[src/rtl/grey_stream_seq.sv]
`timescale 1ns/1ps
// Frame sequencer: walks an interleaved RGB byte buffer and emits the
// VSYNC/HSYNC/EN/DATA stream consumed by the grey-scale datapath.
module grey_stream_seq #(
    parameter int LINE_BYTES = 600,
    parameter int LINES      = 132,
    parameter int FRAMES     = 1,
    parameter int HBLANK     = 3,
    parameter int VBLANK     = 3,
    parameter int ADDR_W     = 17
) (
    input  logic              clk_sys,
    input  logic              reset_sys,
    input  logic              start,
    input  logic              pause,
    input  logic [ADDR_W-1:0] base_addr,
    output logic              busy,
    output logic              done,
    output logic              mem_rd_en,
    output logic [ADDR_W-1:0] mem_addr,
    input  logic [7:0]        mem_rd_data,
    output logic              OutVSYNC,
    output logic              OutHSYNC,
    output logic              OutEN,
    output logic [7:0]        OutData
);

    localparam int GAP_MAX = (VBLANK > HBLANK) ? VBLANK : HBLANK;
    localparam int GAP_W   = $clog2(GAP_MAX + 1);
    localparam int BYTE_W  = $clog2(LINE_BYTES);
    localparam int LINE_W  = $clog2(LINES + 1);
    localparam int FRAME_W = $clog2(FRAMES + 1);

    localparam logic [GAP_W-1:0]   VGAP_LAST  = GAP_W'(VBLANK - 1);
    localparam logic [GAP_W-1:0]   HGAP_LAST  = GAP_W'(HBLANK - 1);
    localparam logic [BYTE_W-1:0]  BYTE_LAST  = BYTE_W'(LINE_BYTES - 1);
    localparam logic [LINE_W-1:0]  LINE_LAST  = LINE_W'(LINES - 1);
    localparam logic [FRAME_W-1:0] FRAME_LAST = FRAME_W'(FRAMES - 1);

    typedef enum logic [2:0] {
        IDLE,
        VGAP,
        SYNC,
        SETUP,
        ACTIVE,
        HGAP,
        TSYNC,
        DONE
    } state_t;

    state_t              state;
    logic [GAP_W-1:0]    gapCnt;
    logic [BYTE_W-1:0]   byteCnt;
    logic [BYTE_W-1:0]   rdLeft;
    logic [LINE_W-1:0]   lineCnt;
    logic [FRAME_W-1:0]  frameCnt;
    logic [ADDR_W-1:0]   rdAddr;

    always_ff @(posedge clk_sys or negedge reset_sys) begin
        if (!reset_sys) begin
            state     <= IDLE;
            gapCnt    <= '0;
            byteCnt   <= '0;
            rdLeft    <= '0;
            lineCnt   <= '0;
            frameCnt  <= '0;
            rdAddr    <= '0;
            busy      <= 1'b0;
            done      <= 1'b0;
            mem_rd_en <= 1'b0;
            mem_addr  <= '0;
            OutVSYNC  <= 1'b0;
            OutHSYNC  <= 1'b0;
            OutEN     <= 1'b0;
            OutData   <= '0;
        end else begin
            OutVSYNC <= 1'b0;
            OutHSYNC <= 1'b0;
            OutEN    <= 1'b0;
            OutData  <= '0;
            done     <= 1'b0;

            // A line's reads run back-to-back from its sync cycle, so each
            // byte lands on mem_rd_data exactly one cycle before its OutEN.
            if (rdLeft != '0) begin
                mem_rd_en <= 1'b1;
                mem_addr  <= rdAddr;
                rdAddr    <= rdAddr + ADDR_W'(1);
                rdLeft    <= rdLeft - BYTE_W'(1);
            end else begin
                mem_rd_en <= 1'b0;
            end

            unique case (state)
                IDLE: begin
                    if (start) begin
                        state    <= VGAP;
                        busy     <= 1'b1;
                        rdAddr   <= base_addr;
                        gapCnt   <= '0;
                        lineCnt  <= '0;
                        frameCnt <= '0;
                    end
                end
                VGAP: begin
                    if (gapCnt == VGAP_LAST) begin
                        state     <= SYNC;
                        OutHSYNC  <= 1'b1;
                        OutVSYNC  <= 1'b1;
                        mem_rd_en <= 1'b1;
                        mem_addr  <= rdAddr;
                        rdAddr    <= rdAddr + ADDR_W'(1);
                        rdLeft    <= BYTE_LAST;
                    end else begin
                        gapCnt <= gapCnt + GAP_W'(1);
                    end
                end
                SYNC: begin
                    state <= SETUP;
                end
                SETUP: begin
                    state   <= ACTIVE;
                    byteCnt <= '0;
                    OutEN   <= 1'b1;
                    OutData <= mem_rd_data;
                end
                ACTIVE: begin
                    if (byteCnt == BYTE_LAST) begin
                        state  <= HGAP;
                        gapCnt <= '0;
                    end else begin
                        byteCnt <= byteCnt + BYTE_W'(1);
                        OutEN   <= 1'b1;
                        OutData <= mem_rd_data;
                    end
                end
                HGAP: begin
                    if (gapCnt != HGAP_LAST) begin
                        gapCnt <= gapCnt + GAP_W'(1);
                    end else if (!pause) begin
                        if (lineCnt == LINE_LAST && frameCnt == FRAME_LAST) begin
                            state    <= TSYNC;
                            OutHSYNC <= 1'b1;
                            OutVSYNC <= 1'b1;
                        end else begin
                            state     <= SYNC;
                            OutHSYNC  <= 1'b1;
                            mem_rd_en <= 1'b1;
                            mem_addr  <= rdAddr;
                            rdAddr    <= rdAddr + ADDR_W'(1);
                            rdLeft    <= BYTE_LAST;
                            if (lineCnt == LINE_LAST) begin
                                lineCnt  <= '0;
                                frameCnt <= frameCnt + FRAME_W'(1);
                                OutVSYNC <= 1'b1;
                            end else begin
                                lineCnt <= lineCnt + LINE_W'(1);
                            end
                        end
                    end
                end
                TSYNC: begin
                    state <= DONE;
                    busy  <= 1'b0;
                    done  <= 1'b1;
                end
                DONE: begin
                    state <= IDLE;
                end
                default: begin
                    state <= IDLE;
                end
            endcase
        end
    end

endmodule

[config.mk]
export PLATFORM = sky130hd
export DESIGN_NAME = grey_stream_seq
export DESIGN_NICKNAME = d
export VERILOG_FILES = /design/src/rtl/grey_stream_seq.sv
export SDC_FILE = /design/constraint.sdc
export NUM_CORES = 1
export LEC_CHECK = 0
export CAP_MARGIN = 30
export CORE_ASPECT_RATIO = 0.75
export CORE_UTILIZATION = 55
export CTS_CLUSTER_SIZE = 20
export DETAILED_ROUTE_END_ITERATION = 12
export DONT_BUFFER_PORTS = 1
export PLACE_DENSITY = 0.75
export SYNTH_ARGS = -nofsm -noshare
export SYNTH_HDL_FRONTEND = slang
export SYNTH_SLANG_ARGS = --single-unit
[constraint.sdc]
create_clock -name clk_sys -period 2.3 [get_ports clk_sys]
set_input_delay 0.46 -clock clk_sys [delete_from_list [all_inputs] [get_ports clk_sys]]
set_output_delay 0.46 -clock clk_sys [all_outputs]
set_load 0.03 [all_outputs]
## Word-level counts from Yosys, hierarchy flattened

Index checks and enable logic that the tools add are counted.
Widths: inputs -> output; s select.

- Add/subtract/negate cells: 6
- Order comparisons: 0
- Equality and inequality tests: 21
- Bitwise operators: 1
- Shift operators: 0
- Reduce and logical (&&, ||, !) cells: 13
- Muxes and demuxes: 67
- Div/mod/pow operators: 0
- Multiply operators: 0

Operator list:

| cell | number |
|---|---|
| $mux 17 | 11 |
| $mux 10 | 6 |
| $pmux 17 s3 | 1 |
| $mux 8 | 6 |
| $pmux 10 s2 | 2 |
| $pmux 17 s2 | 1 |
| $pmux 8 s2 | 2 |
| $pmux 3 s8 | 1 |
| $ne 2x2->1 const B | 11 |
| $mux 1 | 20 |
| $mux 3 | 6 |
| $add 17x1->17 const B | 1 |
| $reduce_and 5->1 | 3 |
| $eq 3x3->1 const B | 4 |
| $pmux 1 s2 | 6 |
| $add 10x1->10 const B | 1 |
| $eq 10x10->1 const B | 1 |
| $reduce_bool 10->1 | 1 |
| $sub 10x1->10 const B | 1 |
| $add 8x1->8 const B | 1 |
| $eq 8x8->1 const B | 1 |
| $mux 2 | 4 |
| $pmux 2 s4 | 1 |
| $eq 3x2->1 const B | 2 |
| other kinds (11) | 14 |

- Logic and storage cells: 123
- RAM bits: 0
- Bits in latches: 0
- Register bits: 82
- Memories: 0
- ROM bits: 0

## Longest topological paths before layout

Gate-level depths: netlist (run 1).

- Depth after elaboration: 6
- Mapped depth: 9
- Depth with buffers taken out: 7

## Least setup slack after synthesis (run 1)

Ideal clock, no wire load.

- Path kind: reg-to-reg
- Start: reg rdAddr[0]
- End: reg rdAddr[16]
- Period minus slack after synthesis: 1.942 ns
- Cell stages (with the launch flop): 7
- Arrival: 1.809 ns
- Path slack: 0.358 ns
- Setup time: 0.133 ns
- Cells stage by stage: dfrtp_1 > ha_1 > nand4_1 > or4_1 > o21a_1 > o211ai_1 > o211ai_1

- Word-level cells in the longest chain between the ends: 6

Ends and longest elaborated chain:

| what | line | text |
|---|---|---|
| from (decl) | 57 | `logic [ADDR_W-1:0] rdAddr;` |
| from (signal assigned) | 88 | `rdAddr <= rdAddr + ADDR_W'(1);` |
| from (signal assigned) | 99 | `rdAddr <= base_addr;` |
| from (signal assigned) | 112 | `rdAddr <= rdAddr + ADDR_W'(1);` |
| $add 17x1->17 * | 88, 112, 150 |  |
| $mux 17 | 85 | `if (rdLeft != '0) begin` |
| $mux 17 | 141 | `if (lineCnt == LINE_LAST && frameCnt == FRAME_LAST) begin` |
| $mux 17 | 140 | `end else if (!pause) begin` |
| $mux 17 | 138 | `if (gapCnt != HGAP_LAST) begin` |
| $pmux 17 s3 * | 94 | `unique case (state)` |

Mark *: on every way between the ends. The rest lies on a longest branch, timed or not.
A chain may end at the register's enable or synchronous reset.

## Worst setup path in the final report (run 1)

- Start: reg rdAddr[1]
- End: reg rdAddr[16]

The elaborated chain is that of the path after synthesis.

==> metrics.txt, run 1 <==
H-tree depth 3; remaining antenna violation count 0; Worst path most repeated cell o211ai_1; CP endpoint kind flip-flop; Syn Inst Count 427; RSZ-0062 raised after global routing no; data required time of the worst path between 2000 and 3000 ps; Psw a little under 1 mW; clk_skew 6.842 ps; die extent in y around 80 um; Worst Path Buf+Inv 0; failing checks negative hold slack; Comb power frac ~8%; syn_nets between 400 and 500; status finished, violations left; ant diodes 0; Worst-Margin Slew about 600 ps; critical-path cell list ha_1 > nand4_1 > or4_1 > o21a_1 > o211ai_1 > o211ai_1; GRT Total Usage between 20% and 30%; relative slew slack between 50% and 60%; Post-synth EDFFs 0; Critical Path AT 2380 ps; die area about 8100 sq um; via count 3342; Ys Warns 0; worst skew pair latency 370 ps; Critical Path Fanout Max 7; CP top delay family simple AND/OR/NAND/NOR gates; Setup TNS 0 ps; Design Power slightly above 3 mW; Initial Util between 50% and 60%; total CTS buffers 9; DR iter-0 viols 247; first-pass GRT wire length approximately 16000 um; Fmax approximately 0.47 GHz; static leakage between 1.5 and 2 nW; switching portion of total power a little under a third; critical path depth 6; total wire length about 9500 um; Synth cell types 69; vias in the first global route about 3200; gp weighted congestion 0.8680; Power Dens Cells between 600 and 700 nW/um^2; initial antenna violation count 0; Setup-failing EPs final 0; layout cells sized above 1 16.89%; period utilization slightly above 90%; chip width ~100 um; clock period minus final worst setup slack 2127 ps; Fin. Hold Viols 82; Reg clk slew, reported paths ~80 ps; Crit Path Category flip-flop to flip-flop; WL per Instance 17.21 um; origin of the worst setup path rdAddr[1]; Final nets ~480; Flop pwr share 61.9%; Reg2Reg Depth 6; mapped cell area 4278 sq um; Core ar. 7432 sq um; Final Max Slew Viols 0; post-synthesis sequential area ratio around 48%; HPWL Detailed roughly 6700 um; clock sinks 82; syn_area_per_cell 10.02 sq um; worst vdd ir 0.5062 mV; Hold Slack -225.0 ps; CTS tree built; clock root cell clkbuf_8; power share of the clock group a little under a third; IO Pins 60; row count 27; worst reg2reg path startpoint rdAddr[1]; CTS Buffer Depth 2; area delta synth->final 9.535%; top_reg_cell synth dfrtp_1; fin util 63.05%; TritonRoute pass-1 iters 5; slowest CP cell or4_1; Internal approximately 2.1 mW; flops & latches, synth ~80; drc violations 0; CP startpoint kind flip-flop; Port Buf Inserts 0; Hold/Removal Path Class input pin to asynchronous set/reset pin; slowest stage delay, CP between 600 and 700 ps; largest net degree at the start of global routing between 80 and 90; grt total ovfl 0; total of max-cap violations 0; via/cell ratio ~6; FFs w/ async S/R, synth 100.0%
-- kinds of logic after synthesis --
logic type      after synthesis  share of synthesized area, %
compound gates               99                         15.91
xor+xnor                     15                         3.071
fa+ha+maj                     5                         1.462
buf+inv                      28                         3.012
flops                        82                         47.97
mux                          20                         5.206
simple gates                178                         23.37
-- per-stage QoR --
| stage | cells | area [sq um] | setup WS [ps] |
|---|---|---|---|
| finish | 551 | 4686 | 173.5 |
| floorplan | 427 | 4278 | 357.7 |
| detailed placement | 532 | 4483 | 122.1 |
| global placement | 532 | 4483 | 152.8 |
| CTS | 548 | 4654 | 92.24 |
| global route | 551 | 4686 | 1.879 |
-- power groups by stage --
| stage | clock (mW) | sequential [mW] | combinational [mW] |
|---|---|---|---|
| 6_report | 0.939 | 1.92 | 0.242 |
| 5_1_grt | 1.02 | 1.95 | 0.269 |
| 4_1_cts | 0.960 | 1.92 | 0.239 |
| 3_5_place_dp | 0 | 1.94 | 0.239 |
| 3_3_place_gp | 0 | 1.94 | 0.228 |
| 2_1_floorplan | 0 | 1.89 | 0.210 |
-- flip-flops by register name, indices dropped and copies added (netlist names) --
name	cells
lineCnt	8
mem_rd_en	1
OutEN	1
rdLeft	10
OutHSYNC	1
busy	1
rdAddr	17
mem_addr	17
gapCnt	2
OutData	8
done	1
state	3
frameCnt	1
OutVSYNC	1
byteCnt	10
-- final cells by class --
| class | instances | area, sq um |
|---|---|---|
| inverter | 11 | 41.29 |
| fill | 636 | 2746 |
| multi-input combinational | 317 | 2115 |
| timing repair buffer | 24 | 180.2 |
| sequential | 82 | 2052 |
| clock buffer | 10 | 127.6 |
| clock inverter | 6 | 43.79 |
| tap | 101 | 126.4 |
-- synthesized netlist by cell type (3+ instances only) --
master    instances  area [sq um]
mux2_2           17         191.4
nor4_1            4         25.02
and3_1           13         81.33
xnor2_1           9         78.83
nand3_1          17         85.08
nor2_1           41         153.9
ha_1              5         62.56
nor3_1            8         40.04
and2_1            5         31.28
nand3b_1          3         22.52
nand4_1           5         31.28
inv_1            11         41.29
a21oi_2           3         26.28
a21oi_1          13         65.06
clkbuf_1          7         26.28
o21ai_0          27         135.1
nor2b_1          14         87.58
a211oi_1         11         82.58
nand2b_1         10         62.56
dfrtp_1          82          2052
nand2_1          36         135.1
buf_2             7         35.03
o211ai_1          6         45.04
a31oi_1           5         31.28
a311oi_1          4         35.03
xor2_1            6         52.55
-- final timing paths --
kind	to	slack (ps)
max	rdAddr[16]	170
min	rdAddr[9]	-230
max reg2reg	rdAddr[16]	170
min reg2reg	gapCnt[1]	510
max in group asynchronous	mem_addr[14]	2380
min in group clk_sys	rdAddr[0]	220
-- layer usage --
metal  up-vias  GRT usage (%)  share of wire, %
met3        11          8.472               7.7
li1       1585              -                 -
met5         -              0                 0
met1      1625          36.23                47
met4         0          8.571               1.1
met2       121          36.87                44
-- cells in the final DEF, fill, tap and decap left out, types with 3 or more instances in the layout --
cell type	Yosys	final
a21oi_2	3	3
mux2_2	17	17
nand3b_1	3	3
xnor2_1	9	9
clkbuf_8	0	9
nand4_1	5	5
dfrtp_1	82	82
nor4_1	4	4
nand2b_1	10	10
o211ai_1	6	6
nor3_1	8	8
nor2_1	41	41
nor2b_1	14	14
a211oi_1	11	11
ha_1	5	5
and3_1	13	12
nand3_1	17	17
xor2_1	6	6
inv_1	11	11
a311oi_1	4	4
a21oi_1	13	13
nand2_1	36	36
buf_4	0	24
clkinv_4	0	3
o21ai_0	27	27
and2_1	5	5
a31oi_1	5	5
nor4b_4	2	3
-- repair_timing --
action | 4_1_cts | 5_1_grt
hold endpoints to repair | 82 | 82
gates resized for setup | 0 | 2
setup buffers | 0 | 3
setup endpoints to repair | 0 | 9
Note: power is estimated with default switching activity, not from simulation.
==> run 2: changes to the inputs <==
- CTS_BUF_LIST: unset -> sky130_fd_sc_hd__clkbuf_4
- MAX_ROUTING_LAYER: unset -> met4
==> run 2 against run 1 <==
  * The run now ends clean
  * Die area unchanged
  * Worst hold slack improved by 360 ps
  * First-iteration DRC count decreased by 22%
  * Critical path type unchanged
  * Critical endpoint unchanged
  * Highest routed layer unchanged
==> metrics.txt, run 2 (synthesis gave the netlist of run 1 again) <==
fill cell count 631 (was 636); clk_skew 15.41 ps (was 6.842 ps); data required time of the worst path 2640 ps (was 2550 ps); worst skew pair latency 450 ps (was 370 ps); Critical Path AT 2450 ps (was 2380 ps); Hold Slack 135.0 ps (was -225.0 ps); GRT Total Usage 26.19% (was 25.57%); remaining antenna violation count 0 (unchanged); relative slew slack 59.66% (was 59.88%); row count 27 (unchanged); total CTS buffers 9 (unchanged); Fin. Hold Viols 0 (was 82); DR iter-0 viols 193 (was 247); Fmax 0.4726 GHz (was 0.4703 GHz); ant diodes 0 (unchanged); via count 3321 (was 3342); first-pass GRT wire length 16100 um (was 16080 um); Final Max Slew Viols 0 (unchanged); H-tree depth 3 (unchanged); CP startpoint kind flip-flop (unchanged); total of max-cap violations 0 (unchanged); TritonRoute pass-1 iters 5 (unchanged); Design Power 2.944 mW (was 3.098 mW); clock root cell clkbuf_4 (was clkbuf_8); Port Buf Inserts 0 (unchanged); Power Dens Cells 629.9 nW/um^2 (was 661.2 nW/um^2); Core ar. 7432 sq um (unchanged); vias in the first global route 3194 (was 3193); period utilization 92.00% (was 92.46%); Reg2Reg Depth 6 (unchanged); area delta synth->final 9.242% (was 9.535%); Critical Path Fanout Max 7 (unchanged); biggest registers after layout mem_addr x17, rdAddr x17 (unchanged); WL per Instance 17.20 um (was 17.21 um); layout cells sized above 1 17.52% (was 16.89%); Crit Path Category flip-flop to flip-flop (unchanged); Final nets 480 (was 479); worst reg2reg path startpoint rdAddr[1] (unchanged); CTS tree built (unchanged); via/cell ratio 6.016 (was 6.065); hold endpoint OutData[5]; CP endpoint kind flip-flop (unchanged); chip width 103.8 um (unchanged); clock period minus final worst setup slack 2116 ps (was 2127 ps); drc violations 0 (unchanged); IO Pins 60 (unchanged); CTS Buffer Depth 2 (unchanged); Reg clk slew, reported paths 130 ps (was 80 ps); clock sinks 82 (unchanged); grt total ovfl 0 (unchanged); Hold/Removal Path Class input pin to flip-flop (was input pin to asynchronous set/reset pin); status completed (was finished, violations left); Worst R2R End rdAddr[16] (unchanged); initial antenna violation count 0 (unchanged); gp weighted congestion 0.8822 (was 0.8680); Initial Util 57.56% (unchanged); HPWL Detailed 6726 um (unchanged); Setup TNS 0 ps (unchanged); Min-Delay Path Depth 1; total wire length 9494 um (was 9484 um); HP Start mem_rd_data[5]; Reg2Reg Setup Slack 180 ps (was 170 ps); die extent in y 78.38 um (unchanged); Setup-failing EPs final 0 (unchanged); worst vdd ir 0.4179 mV (was 0.5062 mV); most frequent cells in the layout dfrtp_1 (82), nor2_1 (41), nand2_1 (36) (unchanged); largest net degree at the start of global routing 83 (unchanged); die area 8138 sq um (unchanged); static leakage 1.990 nW (was 1.997 nW); Worst-Margin Slew 602.9 ps (was 599.6 ps); commonest non-fill, non-tap cell in the layout dfrtp_1 (unchanged)
==> run 2: worst max path at each step <==
stage                     startpoint  slack, ps    endpoint
after floorplan            rdAddr[0]        360  rdAddr[16]
after global placement    lineCnt[0]        150  rdAddr[11]
after detailed placement   rdLeft[0]        120  rdAddr[14]
after CTS                  rdLeft[0]         90  rdAddr[14]
after global routing       gapCnt[0]       -0.2  lineCnt[6]
final                      rdAddr[1]        180  rdAddr[16]
==> run 2: stage by stage <==
step | utilization [%] | cell area (sq um) | worst slack (ps) | std cells
2_1_floorplan | - | 4278 | 357.7 | 427
3_3_place_gp | 60.32 | 4483 | 152.8 | 532
3_5_place_dp | 60.32 | 4483 | 122.1 | 532
4_1_cts | 62.42 | 4639 | 85.80 | 550
5_1_grt | 62.88 | 4673 | -0.2076 | 552
6_report | 62.88 | 4673 | 184.0 | 552
==> run 2: area by class of cell <==
cell class | count | area [sq um] | area share [%]
Timing Repair Buffer | 25 | 210.2 | 4.498
Inverter | 11 | 41.29 | 0.8835
Sequential cell | 82 | 2052 | 43.91
Tap cell | 101 | 126.4 | 2.704
Clock inverter | 6 | 43.79 | 0.9371
Clock buffer | 10 | 75.07 | 1.606
Multi-Input combinational cell | 317 | 2125 | 45.46
==> run 2: what timing repair did <==
| action | in CTS | in global routing |
|---|---|---|
| endpoints found under the setup margin | 0 | 9 |
| buffers inserted | 0 | 2 |
| endpoints found under the hold margin | 82 | 0 |
| gates resized for setup | 0 | 4 |
| hold buffers | 2 | 0 |
==> run 2: report_power, final <==
part | total, mW | switching [mW] | leakage [nW] | internal (mW)
Combinational | 0.274 | 0.126 | 0.931 | 0.149
Clock | 0.750 | 0.514 | 0.0663 | 0.236
Sequential | 1.92 | 0.330 | 0.993 | 1.59
Total | 2.94 | 0.970 | 1.99 | 1.97
==> run 2: metal layers <==
layer / share of wire, % / vias up / global-route usage [%]
met4: 0.74 / 0 / 5.571
met5: 0 / - / -
met2: 44 / 90 / 36.80
li1: - / 1592 / -
met1: 48 / 1629 / 36.84
met3: 7.0 / 10 / 8.804
==> run 2: critical path: stages (launching register included) <==
cell and delay, ps:
dfrtp_1 460, ha_1 270, nand4_1 200, or4_1 600, o21a_1 190, o211ai_1 170
o211ai_1 110
